--- config.mk ---
export PLATFORM = sky130hd
export DESIGN_NAME = uart_rx_fifo
export DESIGN_NICKNAME = d
export VERILOG_FILES = /design/src/rtl/uart_rx_fifo.sv
export SDC_FILE = /design/constraint.sdc
export NUM_CORES = 1
export LEC_CHECK = 0
export ABC_AREA = 1
export CORE_MARGIN = 3
export CORE_UTILIZATION = 56
export CTS_BUF_LIST = sky130_fd_sc_hd__clkbuf_8
export DETAILED_ROUTE_END_ITERATION = 8
export PLACE_DENSITY = 0.79
export SETUP_SLACK_MARGIN = 0.4
export SYNTH_ARGS = -nofsm -noshare
export SYNTH_HDL_FRONTEND = slang
export SYNTH_SLANG_ARGS = --single-unit
--- constraint.sdc ---
create_clock -name clk -period 1.7 [get_ports clk]
set_input_delay 0.34 -clock clk [delete_from_list [all_inputs] [get_ports clk]]
set_output_delay 0.34 -clock clk [all_outputs]
set_load 0.01 [all_outputs]
--- src/rtl/uart_rx_fifo.sv ---
// uart_rx_fifo: receive buffer between the UART RX FSM and the bus side.
//
// Ports:
//   clk, rst       system clock, asynchronous active-high reset
//   wr_data_i      received byte, qualified by the one-cycle wr_valid_i strobe
//   full_o         DEPTH entries held; gates start-bit acceptance in the RX FSM
//   rd_en_i        pop request; rd_data_o shows the head entry (first-word-fall-through)
//   empty_o        no entries held
//   count_o        fill level 0..DEPTH
//   level_o        count_o >= THRESH
//   flush_i        synchronous clear of contents, overrun and timeout state
//   ovr_clr_i      clears the sticky overrun_o flag
//   overrun_o      a byte arrived while full with no pop and was dropped
//   timeout_i      idle timeout in clk cycles (0 disables)
//   timeout_o      FIFO non-empty and idle for timeout_i cycles
module uart_rx_fifo #(
  parameter int unsigned DEPTH  = 16,
  parameter int unsigned AW     = $clog2(DEPTH),
  parameter int unsigned THRESH = 8
) (
  input  logic          clk,
  input  logic          rst,
  input  logic [7:0]    wr_data_i,
  input  logic          wr_valid_i,
  output logic          full_o,
  input  logic          rd_en_i,
  output logic [7:0]    rd_data_o,
  output logic          empty_o,
  output logic [AW:0]   count_o,
  output logic          level_o,
  input  logic          flush_i,
  input  logic          ovr_clr_i,
  output logic          overrun_o,
  input  logic [19:0]   timeout_i,
  output logic          timeout_o
);

  localparam logic [AW:0] FullCnt   = (AW+1)'(DEPTH);
  localparam logic [AW:0] ThreshCnt = (AW+1)'(THRESH);

  logic [7:0]    mem_q [DEPTH];
  logic [AW-1:0] wr_ptr_q, wr_ptr_d;
  logic [AW-1:0] rd_ptr_q, rd_ptr_d;
  logic [AW:0]   count_q, count_d;
  logic          overrun_q, overrun_d;
  logic [19:0]   idle_q, idle_d;
  logic          timeout_q, timeout_d;

  logic push, pop, tmo_off;

  // Flags come straight from the count register: no path from wr_valid_i to full_o.
  assign full_o    = (count_q == FullCnt);
  assign empty_o   = (count_q == '0);
  assign level_o   = (count_q >= ThreshCnt);
  assign count_o   = count_q;
  assign overrun_o = overrun_q;
  assign timeout_o = timeout_q;
  assign rd_data_o = mem_q[rd_ptr_q];

  // A pop frees a slot in the same cycle, so a write at full is accepted alongside it.
  assign pop     = rd_en_i & ~empty_o;
  assign push    = wr_valid_i & (~full_o | pop);
  assign tmo_off = (timeout_i == 20'd0);

  always_comb begin
    wr_ptr_d  = wr_ptr_q;
    rd_ptr_d  = rd_ptr_q;
    count_d   = count_q;
    overrun_d = overrun_q;
    idle_d    = idle_q;
    timeout_d = timeout_q;
    if (flush_i) begin
      wr_ptr_d  = '0;
      rd_ptr_d  = '0;
      count_d   = '0;
      overrun_d = 1'b0;
      idle_d    = '0;
      timeout_d = 1'b0;
    end else begin
      if (push) wr_ptr_d = wr_ptr_q + AW'(1);
      if (pop)  rd_ptr_d = rd_ptr_q + AW'(1);
      case ({push, pop})
        2'b10:   count_d = count_q + (AW+1)'(1);
        2'b01:   count_d = count_q - (AW+1)'(1);
        default: count_d = count_q;
      endcase
      // Set wins over clear when both happen in one cycle.
      if (wr_valid_i & full_o & ~pop) overrun_d = 1'b1;
      else if (ovr_clr_i)             overrun_d = 1'b0;
      // Saturates at timeout_i; if timeout_i drops below the count it simply holds,
      // and the equality compare below keeps timeout_o low until the next clear.
      if (push | pop | empty_o | tmo_off) idle_d = '0;
      else if (idle_q < timeout_i)        idle_d = idle_q + 20'd1;
      // Any push/pop drops the flag at the same edge that clears the idle counter.
      timeout_d = (idle_q == timeout_i) & ~tmo_off & ~empty_o & ~(push | pop);
    end
  end

  always_ff @(posedge clk or posedge rst) begin
    if (rst) begin
      wr_ptr_q  <= '0;
      rd_ptr_q  <= '0;
      count_q   <= '0;
      overrun_q <= 1'b0;
      idle_q    <= '0;
      timeout_q <= 1'b0;
    end else begin
      wr_ptr_q  <= wr_ptr_d;
      rd_ptr_q  <= rd_ptr_d;
      count_q   <= count_d;
      overrun_q <= overrun_d;
      idle_q    <= idle_d;
      timeout_q <= timeout_d;
    end
  end

  // Storage is deliberately not reset; a flush makes old contents unreachable.
  always_ff @(posedge clk) begin
    if (push & ~flush_i) mem_q[wr_ptr_q] <= wr_data_i;
  end

endmodule

==> results_dict.tcl, run 1 <==
set metrics [dict create \
    status "complete, but fails checks" \
    failed_checks "setup timing" \
    synth_warnings 0 \
    ctsLongestPathBuffers 2 \
    start_util_pct 57.8 \
    synth.ff_latch_count 163 \
    num-nets-final 1024 \
    grt_first_pass_wirelength_um 35500 \
    synth_cell_type_count 36 \
    overflow 0 \
    yosysSeqAreaShare_pct 58.3 \
    fin_setup_tns_ns -13.63 \
    post-place-ws_ns -0.662 \
    arrival_ns 2.11 \
    cts_root_buf "clkbuf_8" \
    placementRows 43 \
    cts_hold_buf 0 \
    layout-drive-gt1-share_pct 37.9 \
    htreeDepth 4 \
    drc 0 \
    grt_max_degree 36 \
    setup_ws_ns -0.748 \
    globalplace.congestion 0.931 \
    io_pins 52 \
    ant_nets 0 \
    path_cells "buf_8 -> buf_16 -> mux2i_1 -> o21ai_1 -> o211ai_1 -> nand2_2 -> buf_6" \
    powerDensity_nw_per_um2 1120 \
    grt_pass1_vias 6753 \
    fp.dieW_um 126 \
    numCtsBuffers 17 \
    die_y_um 126 \
    slew_violations 0 \
    fin_crit_ns 2.45 \
    wl_um 24600 \
    worst-setup-path-type "flip-flop to primary output" \
    synthesis.nets 844 \
    antenna_cells 0 \
    grt_usage_pct 28.5 \
    leakagePower_uw 0.00463 \
    rsz0062_at_grt "yes" \
    design_area_sq_um 11500 \
    post_drt_wl_per_cell_um 21.3 \
    critPathCaptureType "primary output" \
    critPathTopFamily "flip-flops" \
    crit_buf_inv 3 \
    synth_top_area_share_pct 47.5 \
    fin_crit_sh_pct 144 \
    clock_latency_ns 0.47 \
    clock-sinks 163 \
    drv_cap 0 \
    vias_per_cell 6.06 \
    yosys-top-cells-area "edfxtp_1 (48%), dfrtp_1 (11%), nand2_1 (6.2%), ha_1 (4.3%), inv_1 (4.3%)" \
    cpPeakStageDelay_ns 0.51 \
    maxSlewHeadroom_pct 53.8 \
    syn_inst 782 \
    post-dp-hpwl_um 13500 \
    min_path_type "input port to asynchronous set/reset pin" \
    dpl-instance-area_sq_um 9770 \
    syn_avg_cell_area_sq_um 10.3 \
    antenna_found_initial 0 \
    path_clk_slew_ns 0.09 \
    power_uw 12800 \
    required_ns 1.36 \
    cp_slowest_cell "dfrtp_4" \
    timing.fmax_mhz 409 \
    dr.pass1.iters 6 \
    area_growth_pct 42.3 \
    port_buffers 51 \
    setup_viol 81 \
    synth_top_cell_by_area "edfxtp_1" \
    wl_met1_um 8920 \
    syn_area_sq_um 8090 \
    die-area_sq_um 15900 \
    routed-wl-met2_um 12400 \
    top_layer "met4" \
    cts_tree "done" \
    drtIter0Drc 799 \
    ir_worst_vdd_mv 1.08 \
    start_kind "flip-flop" \
    fin_skew_ns 0.0152 \
    hold_viol 0 \
    tightest_slew_ns 0.691 \
    holdWs_ns 0.202 \
    routed-wl-met3_um 2020 \
    vias 7002 \
    cp_max_fo 10 \
    coreArea_sq_um 14000 \
]
==> through the flow <==
step	util (%)	cells
6_report	82.3	1155
5_1_grt	82.3	1155
3_3_place_gp	69.8	1075
2_1_floorplan	-	782
4_1_cts	78.7	1148
3_5_place_dp	69.8	1075
==> power breakdown <==
part,leakage [uW],switching (uW),internal [uW]
Clock,0.000187,1430,1260
Combinational,0.00282,2850,2750
Sequential,0.00163,122,4430
==> cell usage in the layout (no fill, tap or decap), drive strengths merged, types with 21 or more instances in the layout <==
| master | count |
|---|---|
| buf | 157 |
| nand2 | 135 |
| edfxtp | 128 |
| inv | 100 |
| nor2 | 72 |
| o21ai | 51 |
| nand3 | 49 |
| a21oi | 42 |
| dfrtp | 35 |
| clkdlybuf4s50 | 33 |
| o211ai | 32 |
| mux2i | 32 |
| ha | 28 |
| nand4 | 21 |
==> synthesized netlist by cell type (all sizes together) <==
cell type  count
o21ai         51
dfrtp         35
nor2          72
a21oi         42
mux2i         32
a21o           1
o21bai         1
ha            28
or2            2
clkinv         1
nand3         49
buf           11
clkbuf        18
nand4         21
xor2          11
nor3           9
o211ai        32
o21a           1
a211oi         1
nand3b         1
xnor2          3
a31o           2
nand2        135
edfxtp       128
inv           95
==> final timing paths <==
| path | slack (ns) | startpoint | to | cells after the start |
|---|---|---|---|---|
| worst max-delay path | -0.75 | rd_ptr_q[0] | rd_data_o[1] | 7 |
| worst min register to register | 0.56 | overrun_o | overrun_o | 2 |
| worst max register to register | -0.38 | idle_q[8] | idle_q[11] | 13 |
| min in group clk | 0.52 | ovr_clr_i | overrun_o | 4 |
| max in group asynchronous | 1.27 | rst | rd_ptr_q[0] | 3 |
| worst min-delay path | 0.20 | rst | overrun_o | 3 |
==> state kept, by name, indices dropped and copies added, names as in the netlist <==
register,cells
count_o,5
mem_q,128
idle_q,20
rd_ptr_q,4
timeout_o,1
wr_ptr_q,4
overrun_o,1
==> metal layers <==
| layer | vias up | GRT usage, % |
|---|---|---|
| li1 | 3079 | - |
| met1 | 3348 | 35.9 |
| met2 | 441 | 48.9 |
| met3 | 134 | 5.98 |
| met4 | 0 | 10.7 |
| met5 | - | 0 |
==> area by class of cell <==
cell class,count,area [sq um]
fillers,713,2480
multi-input cells,494,3800
well taps,180,225
flip-flops and latches,163,4730
clock inverters,15,126
repair buffers,190,2010
inverters,96,393
clock buffers,17,234
==> worst reg2reg max path, stage by stage, from the launching register on <==
cell and delay (ns):
dfrtp_1 0.42, ha_1 0.34, nand2_2 0.08, nor2_4 0.10, nand4_1 0.17, nor2_2 0.17
nand2_2 0.09, nand3_4 0.11, nand2_4 0.09, inv_6 0.10, buf_12 0.11, buf_12 0.13
nand2_2 0.07, nand2_1 0.07
==> repair_timing <==
action                                 in CTS  in global routing
buffers inserted                           34                  7
gates cloned                                7                  0
pin swaps                                  69                 72
setup endpoints to repair                 180                180
endpoints found under the hold margin       0                  0
resized for setup                         199                 99
==> cell families after synthesis <==
group | after synthesis | synth area share (%)
XOR/XNOR | 14 | 1.52
AO/OA/AOI/OAI | 131 | 9.31
flip-flops | 163 | 58.3
multiplexers | 32 | 3.96
adder cells (fa/ha/maj) | 28 | 4.33
AND/OR/NAND/NOR | 289 | 16.1
buffers and inverters | 125 | 6.47
(Power assumes the default switching activity.)
==> inputs of run 2 (changes only) <==
ABC_AREA = default   (was 1)
CORE_UTILIZATION = 55   (was 56)
PLACE_DENSITY = 0.78   (was 0.79)
==> run 2 against run 1 <==
The run still ends with setup timing left; combinational power is 24% lower; sequential share of layout area is 2.9 points higher; via count is 16% lower; power is 11% lower; synthesized area is 7.1% lower; register-to-register slack worse by 0.78 ns; maximum frequency is 14% lower; global-route usage is 1.3 points higher; synthesized cell count is 36% lower; cell area is 6.6% lower; non-clock buffer count is 6 higher; setup slack worse by 0.41 ns.
==> results_dict.tcl, run 2 <==
set metrics [dict create \
    synthFlopType "edfxtp_1" \
    port_buffers 51 \
    syn_area_sq_um 7520 \
    met2_usage_pct 50.1 \
    synth_top_family_by_area "multiplexers" \
    fp.dieW_um 123 \
    synth-adder-area-share_pct 4.66 \
    area_growth_pct 43.0 \
    dpl.cell_count 800 \
    cp_slowest_cell "or4_4" \
    fin_util_pct 80.8 \
    worst-setup-path-type "flip-flop to flip-flop" \
    grt_max_degree 36 \
    powerDensity_nw_per_um2 1060 \
    start_util_pct 56.5 \
    grt_usage_pct 29.8 \
    maxSlewHeadroom_pct 51.1 \
    fillers 581 \
    synthMuxAreaShare_pct 12.6 \
    leakagePower_uw 0.00395 \
    switching_power_uw 3580 \
    power_frac_clock_pct 23.4 \
    fin_crit_ns 2.86 \
    yosysSeqAreaShare_pct 62.8 \
    post-dp-hpwl_um 12000 \
    dpl-instance-area_sq_um 9220 \
    async_reset_ff_share_pct 21.5 \
    clock-sinks 163 \
    cts_hold_buf 0 \
    failed_checks "setup timing" \
    clock_latency_ns 0.48 \
    tightest_slew_ns 0.731 \
    synthesis.nets 566 \
    wl_um 24800 \
    vias_per_cell 6.61 \
    design_area_sq_um 10700 \
    fin_skew_ns 0.0178 \
    ctsLongestPathBuffers 2 \
    power_uw 11400 \
    rr_endpoint "count_o[4]" \
    largest_reg_flops 128 \
    grt_first_pass_wirelength_um 32600 \
    setup_viol 175 \
    critPathCaptureType "flip-flop" \
    ir_worst_vdd_mv 0.595 \
    globalplace.congestion 0.909 \
    synth.most_common_cell "edfxtp_1" \
    antenna_cells 0 \
    synth_compound_area_share_pct 5.88 \
    placementRows 42 \
    crit_buf_inv 0 \
    numCtsBuffers 17 \
    die_y_um 123 \
    grtUsageMet1_pct 36.9 \
    cts_tree "done" \
    required_ns 2.09 \
    final_common_cell "edfxtp_1" \
    synth_edf_count 128 \
    dr.pass1.iters 5 \
    path_clk_slew_ns 0.10 \
    arrival_ns 3.25 \
    use_met3_pct 6.72 \
    overflow 0 \
    synth.ff_latch_count 163 \
    seqPwrFrac_pct 39.3 \
    largest-register "mem_q" \
    vias 5869 \
    ant_nets 0 \
    drc 0 \
    post_drt_wl_per_cell_um 28.0 \
    status "complete, but fails checks" \
    drv_cap 0 \
    rsz0062_at_grt "yes" \
    layout-drive-gt1-share_pct 48.5 \
    die-area_sq_um 15100 \
    syn_avg_cell_area_sq_um 14.9 \
    final_cell_mix "edfxtp_1 (128), buf_4 (86), buf_6 (45), mux4_2 (40), dfrtp_1 (33)" \
    critPathTopFamily "simple AND/OR/NAND/NOR gates" \
    swShare_pct 31.3 \
    setup_ws_ns -1.16 \
    path_cells "or4_4 -> o21ai_4 -> nor2_2 -> xor2_1 -> ha_2 -> o31a_1 -> or3_4 -> or2b_1 -> a21oi_2 -> a311oi_1 -> nor2_1" \
    cpPeakStageDelay_ns 0.58 \
    synth_commonest_cells "edfxtp_1 (128), nor2_1 (42), mux4_2 (40)" \
    hold_viol 0 \
    min_path_type "input port to asynchronous set/reset pin" \
    io_pins 52 \
    grt_pass1_vias 5777 \
    holdWs_ns 0.223 \
    coreArea_sq_um 13300 \
    r2r_slack_ns -1.16 \
    cts_root_buf "clkbuf_8" \
    fin_crit_sh_pct 168 \
    slew_violations 0 \
    num-nets-final 761 \
    worstReg2RegStart "count_o[0]" \
    synth_top_area_share_pct 51.1 \
    htreeDepth 4 \
    reg2reg_depth 11 \
    final_cells 888 \
    synth_cell_type_count 52 \
    cp_max_fo 4 \
    synth_top_cell_by_area "edfxtp_1" \
    p_int_uw 7860 \
    start_kind "flip-flop" \
    yosys-top-cells-area "edfxtp_1 (51%), mux4_2 (12%), dfrtp_1 (12%), ha_1 (4.7%), nor2_1 (2.1%)" \
    synth-simple-area-share_pct 10.1 \
    synth_warnings 0 \
    busiest_layer "met2" \
    timing.fmax_mhz 350 \
    antenna_found_initial 1 \
    syn_inst 504 \
    drtIter0Drc 797 \
    combPwrFrac_pct 37.3 \
    post_synth_xor_area_fraction_pct 1.05 \
]
==> run 2: cell count changes after synthesis, sizes merged, moves of 29 or more <==
cell | previous run | this run
inv | 95 | 29
mux2i | 32 | 3
mux4 | 0 | 40
nand2 | 135 | 19
nand3 | 49 | 11
nor2 | 72 | 42
o211ai | 32 | 1
o21ai | 51 | 11
==> run 2: layout make-up <==
class	count	area [sq um]	area share, %
multi-input combinational	292	3280	30.5
inverter	29	111	1.04
timing repair buffer	196	2060	19.2
tap	176	220	2.05
clock buffer	17	234	2.18
clock inverter	15	120	1.12
sequential	163	4720	43.9
==> run 2: worst max-delay path by stage <==
stage | slack [ns] | start | cells after the start | endpoint
after global placement | -1.08 | timeout_i[1] | 10 | idle_q[11]
after CTS | -1.03 | rd_ptr_q[0] | 6 | rd_data_o[3]
after floorplan | -1.06 | count_o[0] | 11 | count_o[4]
after global routing | -1.24 | count_o[0] | 11 | count_o[4]
after detailed placement | -1.13 | timeout_i[19] | 10 | idle_q[11]
final | -1.16 | count_o[0] | 11 | count_o[4]
==> run 2: power groups by stage <==
stage / combinational (uW) / clock [uW] / sequential [uW]
finish: 4270 / 2680 / 4490
global route: 4470 / 2830 / 4500
CTS: 3770 / 2600 / 4480
detailed placement: 2880 / 0 / 4570
global placement: 2790 / 0 / 4560
floorplan: 1750 / 0 / 4590
==> run 2: cells by family after synthesis <==
family,count (synthesis)
multiplexers,44
buffers and inverters,52
flip-flops,163
XOR/XNOR,9
AO/OA/AOI/OAI,67
adder cells (fa/ha/maj),28
AND/OR/NAND/NOR,141
==> run 2: repair_timing <==
item | in CTS | in global routing
cloned | 6 | 0
setup buffers | 29 | 21
pin swaps | 38 | 40
resized for setup | 172 | 67
setup endpoints to repair | 181 | 181
==> run 2: tightest hold or removal path: stages <==
cell and delay [ns]:
clkdlybuf4s50_1 0.40, inv_1 0.10, buf_12 0.23
==> run 2: routing by layer <==
metal,vias to the layer above,share of wire (%)
met2,484,49
met3,141,9.9
met5,-,0.052
met4,2,7.0
li1,2380,-
met1,2862,34
==> run 2: per-stage QoR <==
stage                     setup WS (ns)  setup TNS [ns]
after global placement            -1.08          -88.47
after global routing              -1.24          -91.12
after CTS                         -1.03          -66.12
after detailed placement          -1.13          -93.12
after floorplan                   -1.06          -31.26
final                             -1.16          -84.17
==> patch 1: new RTL, flow settings as in run 1 <==
`DEPTH`: 16 -> 8.
--- a/src/rtl/uart_rx_fifo.sv
+++ b/src/rtl/uart_rx_fifo.sv
@@ -16,3 +16,3 @@
 module uart_rx_fifo #(
-  parameter int unsigned DEPTH  = 16,
+  parameter int unsigned DEPTH  = 8,
   parameter int unsigned AW     = $clog2(DEPTH),
Ports: changed (resized count_o); port bits go from 52 to 51. The function was not compared with the original's and may differ.
==> patch 1 against run 1 <==
  * The flow finishes with violations (DRC, setup timing)
  * Synthesized area shrank 34%
  * Clock power shrank 42%
  * Count of clock-buffer cells in the layout shrank 8
  * Cell area shrank 26%
  * Routed wire length grew 1.1%
  * Sequential cell count shrank 67
  * Setup slack gained 0.25 ns
  * Power shrank 34%
  * Critical path type unchanged
  * Critical endpoint is now rd_data_o[0]
  * Highest routed layer unchanged
==> patch 1: results (changes against run 1) <==
vias in the first global route=5591 (-17%); adder-cell share of the synthesized area=5.83% (+1.5 points); compound-gate portion of the synthesized area=7.28% (-2.0 points); Post-synth EDFFs=64 (-50%); clk_lat worst skew=0.38 ns (-0.09 ns); CTS clk-pin slew, worst paths=0.11 ns (+0.02 ns); Comb. pwr=4.16 mW (-26%); slew margin rel.=65.4% (+12 points); Multi-Input Combinational=447 (-9.5%); Layout clock buffers=9 (-8); Non-Clock Inverter Count=62 (-35%); register area share after synthesis=50.8% (-7.6 points); Clock power frac=18.6% (-2.4 points); final count of negative-setup-slack endpoints=101 (+25%); Non-clk bufs=189 (-0.53%); fin cells=939 (-19%); failing checks=DRC, setup timing; WL per Instance=26.5 um (+24%); Worst R2R Setup Slack=-0.44 ns (-0.06 ns); leakage power=3.56 nW (-23%); combinational power share=49.1% (+5.5 points); status=finished with violations; met2 GRT Util=56.9% (+8.0 points); metal2 WL=11400 um (-7.9%); ys async rst share=33.3% (+12 points); Clock Skews=0.0140 ns (-0.00117 ns); Starting DRT DRC Count=963 (+21%); internal cell power=5.11 mW (-39%); PnR worst setup slack=-0.493 ns (+0.255 ns); CP Capture Point=rd_data_o[0]; Tot GR Track Use=33.9% (+5.4 points); Die Width=104 um (-18%); top cells by instance count after synthesis=nand2_1, nor2_1, edfxtp_1, inv_1, nand3_1; worst hold slack=0.416 ns (+0.214 ns); setup TNS=-17.90 ns (-4.27 ns); worst r2r path cells=10 (-3); r2r endpoint=idle_q[15]$_DFFE_PP0P_; VDD IR max=0.962 mV (-11%); Non-clock buffer share=22.0% (+4.6 points); Post-Synth XOR/XNOR Area=1.96% (+0.44 points); Residual DRC=1 (+1); routed via count=6301 (-10%)
-- patch 1: changes by cell type after synthesis, moves of 10 or more --
cell	before	now
mux2i_1	32	0
o211ai_1	32	0
a21oi_1	42	10
edfxtp_1	128	64
o21ai_0	47	37
inv_1	92	57
nor2_1	58	119
nand4_1	20	7
-- patch 1: worst register-to-register path: stages (launching register included) --
cell     delay (ns)
dfrtp_2        0.43
buf_4          0.18
nand2_1        0.16
nor2_4         0.19
nand2_1        0.20
nor2_4         0.26
xor2_2         0.29
nand2_1        0.12
nor2_1         0.13
nand2_2        0.06
nand2_1        0.06
-- patch 1: what timing repair did --
item                       in CTS  in global routing
hold endpoints to repair        0                  0
pin swaps                      76                 57
gates resized for setup       227                141
setup endpoints to repair     109                110
gates cloned                    5                  2
buffers inserted               32                 19
==> patch 2: new RTL, settings of run 1 <==
Without the edit above. Put one more register stage on the output `timeout_o`, without a reset. The value now appears one clock later. The other outputs are not delayed to match. Comments in the files are not updated.
--- a/src/rtl/uart_rx_fifo.sv
+++ b/src/rtl/uart_rx_fifo.sv
@@ -56,3 +56,5 @@
   assign overrun_o = overrun_q;
-  assign timeout_o = timeout_q;
+  always_ff @(posedge clk) begin
+    timeout_o <= timeout_q;
+  end
   assign rd_data_o = mem_q[rd_ptr_q];
Behaviour: not the same (Yosys sat finds a counterexample within 4 cycles, from zero or initial values and one cycle with rst high).
==> patch 2 against run 1 <==
  * The flow still finishes with violations (setup timing)
  * Routed wire length increased by 2.7%
  * Sequential cell count increased by 1
  * Cell area increased by 0.72%
  * Power decreased by 3.1%
  * Setup slack improved by 0.050 ns
  * Critical path depth unchanged
  * Synthesized area decreased by 0.11%
  * Clock skew increased by 0.0018 ns
  * Critical endpoint is now rd_data_o[5]
  * Highest routed layer unchanged
==> patch 2: results (changes against run 1) <==
vias in the first global route=7076 (+4.8%); WL per Instance=21.7 um (+1.9%); ys async rst share=21.3% (-0.13 points); fraction of area in multi-input gates=32.8% (-0.20 points); Routed met3 length=2000 um (-1.1%); Non-Clock Inverter Count=99 (+3.1%); share of cells above drive strength 1=38.1% (+0.12 points); syn avg cell area=10.3 um^2 (-0.74%); Non-clk bufs=194 (+2.1%); final instance area=11600 um^2 (+0.72%); top cells by instance count after synthesis=nand2_1, edfxtp_1, inv_1, nor2_1, o21ai_0; Gate Count Post-Synth=787 (+0.64%); Tot GR Track Use=29.7% (+1.2 points); final count of negative-setup-slack endpoints=168 (+110%); routed via count=7155 (+2.2%); Met1 Wirelength=8920 um (about the same); Non-clock buffer share=17.6% (+0.22 points); Final nets=1034 (+0.98%); slew margin rel.=61.2% (+7.4 points); metal2 WL=13100 um (+6.3%); Multi-Input Combinational=496 (+0.40%); initial antenna violation count=0 (unchanged); Mapped Nets=849 (+0.59%); GP Congestion=0.984 (+5.7%); Clock Skews=0.0170 ns (+0.00183 ns); worst-path fanout max=6 (-4); Starting DRT DRC Count=1004 (+26%); R2R Path Start=idle_q[11]$_DFFE_PP0P_; Reg area=4750 um^2 (+0.42%); hpwl dp=13800 um (+2.7%); ClkCell Share=2.96% (-0.17 points); final wirelength=25300 um (+2.7%); filler instances=681 (-4.5%); worst r2r path cells=12 (-1); status=finished with violations; failing checks=setup timing; dpl cell area=9880 um^2 (+1.2%); number of clock sinks=164 (+0.61%); leakage power=4.74 nW (+2.3%); PnR worst setup slack=-0.698 ns (+0.0497 ns); global-route wire length before repair=36800 um (+3.8%); Arrival @ worst endpoint=2.06 ns (-0.05 ns); register area share after synthesis=58.7% (+0.31 points); synth top area cells=edfxtp_1, dfrtp_1, nand2_1, inv_1, ha_1
-- patch 2: logic make-up (layout without fill, tap and decap cells) --
family | count (synthesis) | after routing | share of synthesized area [%]
flops | 164 | 164 | 58.7
mux | 32 | 32 | 3.96
xor+xnor | 15 | 15 | 1.63
buf+inv | 127 | 325 | 6.16
simple gates | 287 | 287 | 15.8
compound gates | 134 | 134 | 9.49
fa+ha+maj | 28 | 28 | 4.34
-- patch 2: repair_timing --
item	CTS	global route
buffers inserted	28	6
pin swaps	63	53
setup endpoints to repair	178	180
hold endpoints to repair	0	0
gates cloned	4	0
hold buffers	0	0
resized for setup	237	94
-- patch 2: where the power goes --
part           total (mW)  switching, mW  leakage, nW  internal, mW
Clock                2.58           1.56        0.173          1.02
Sequential           4.58          0.125         1.64          4.45
Combinational        5.29           2.74         2.93          2.54
-- patch 2: final timing paths --
path                                           end  slack [ns]
hold reg to reg                  timeout_o$_DFF_P_        0.35
setup / recovery                      rd_data_o[5]       -0.70
min in group clk                 timeout_o$_DFF_P_        0.35
hold / removal              idle_q[15]$_DFFE_PP0P_        0.21
setup reg to reg            idle_q[18]$_DFFE_PP0P_       -0.49
max in group asynchronous  rd_ptr_q[0]$_DFFE_PP0P_        1.27
-- patch 2: critical path, stage by stage, from the launching register on --
cell and delay, ns:
dfrtp_4 0.50, buf_12 0.16, buf_8 0.13, mux2i_2 0.16, o21ai_1 0.11, o211ai_1 0.30, nand2_2 0.10, buf_6 0.13
-- patch 2: metal layers --
| layer | vias up | track usage (%) |
|---|---|---|
| met2 | 459 | 53.9 |
| met3 | 126 | 5.56 |
| met5 | - | 0 |
| met1 | 3465 | 34.8 |
| li1 | 3105 | - |
| met4 | 0 | 11.9 |
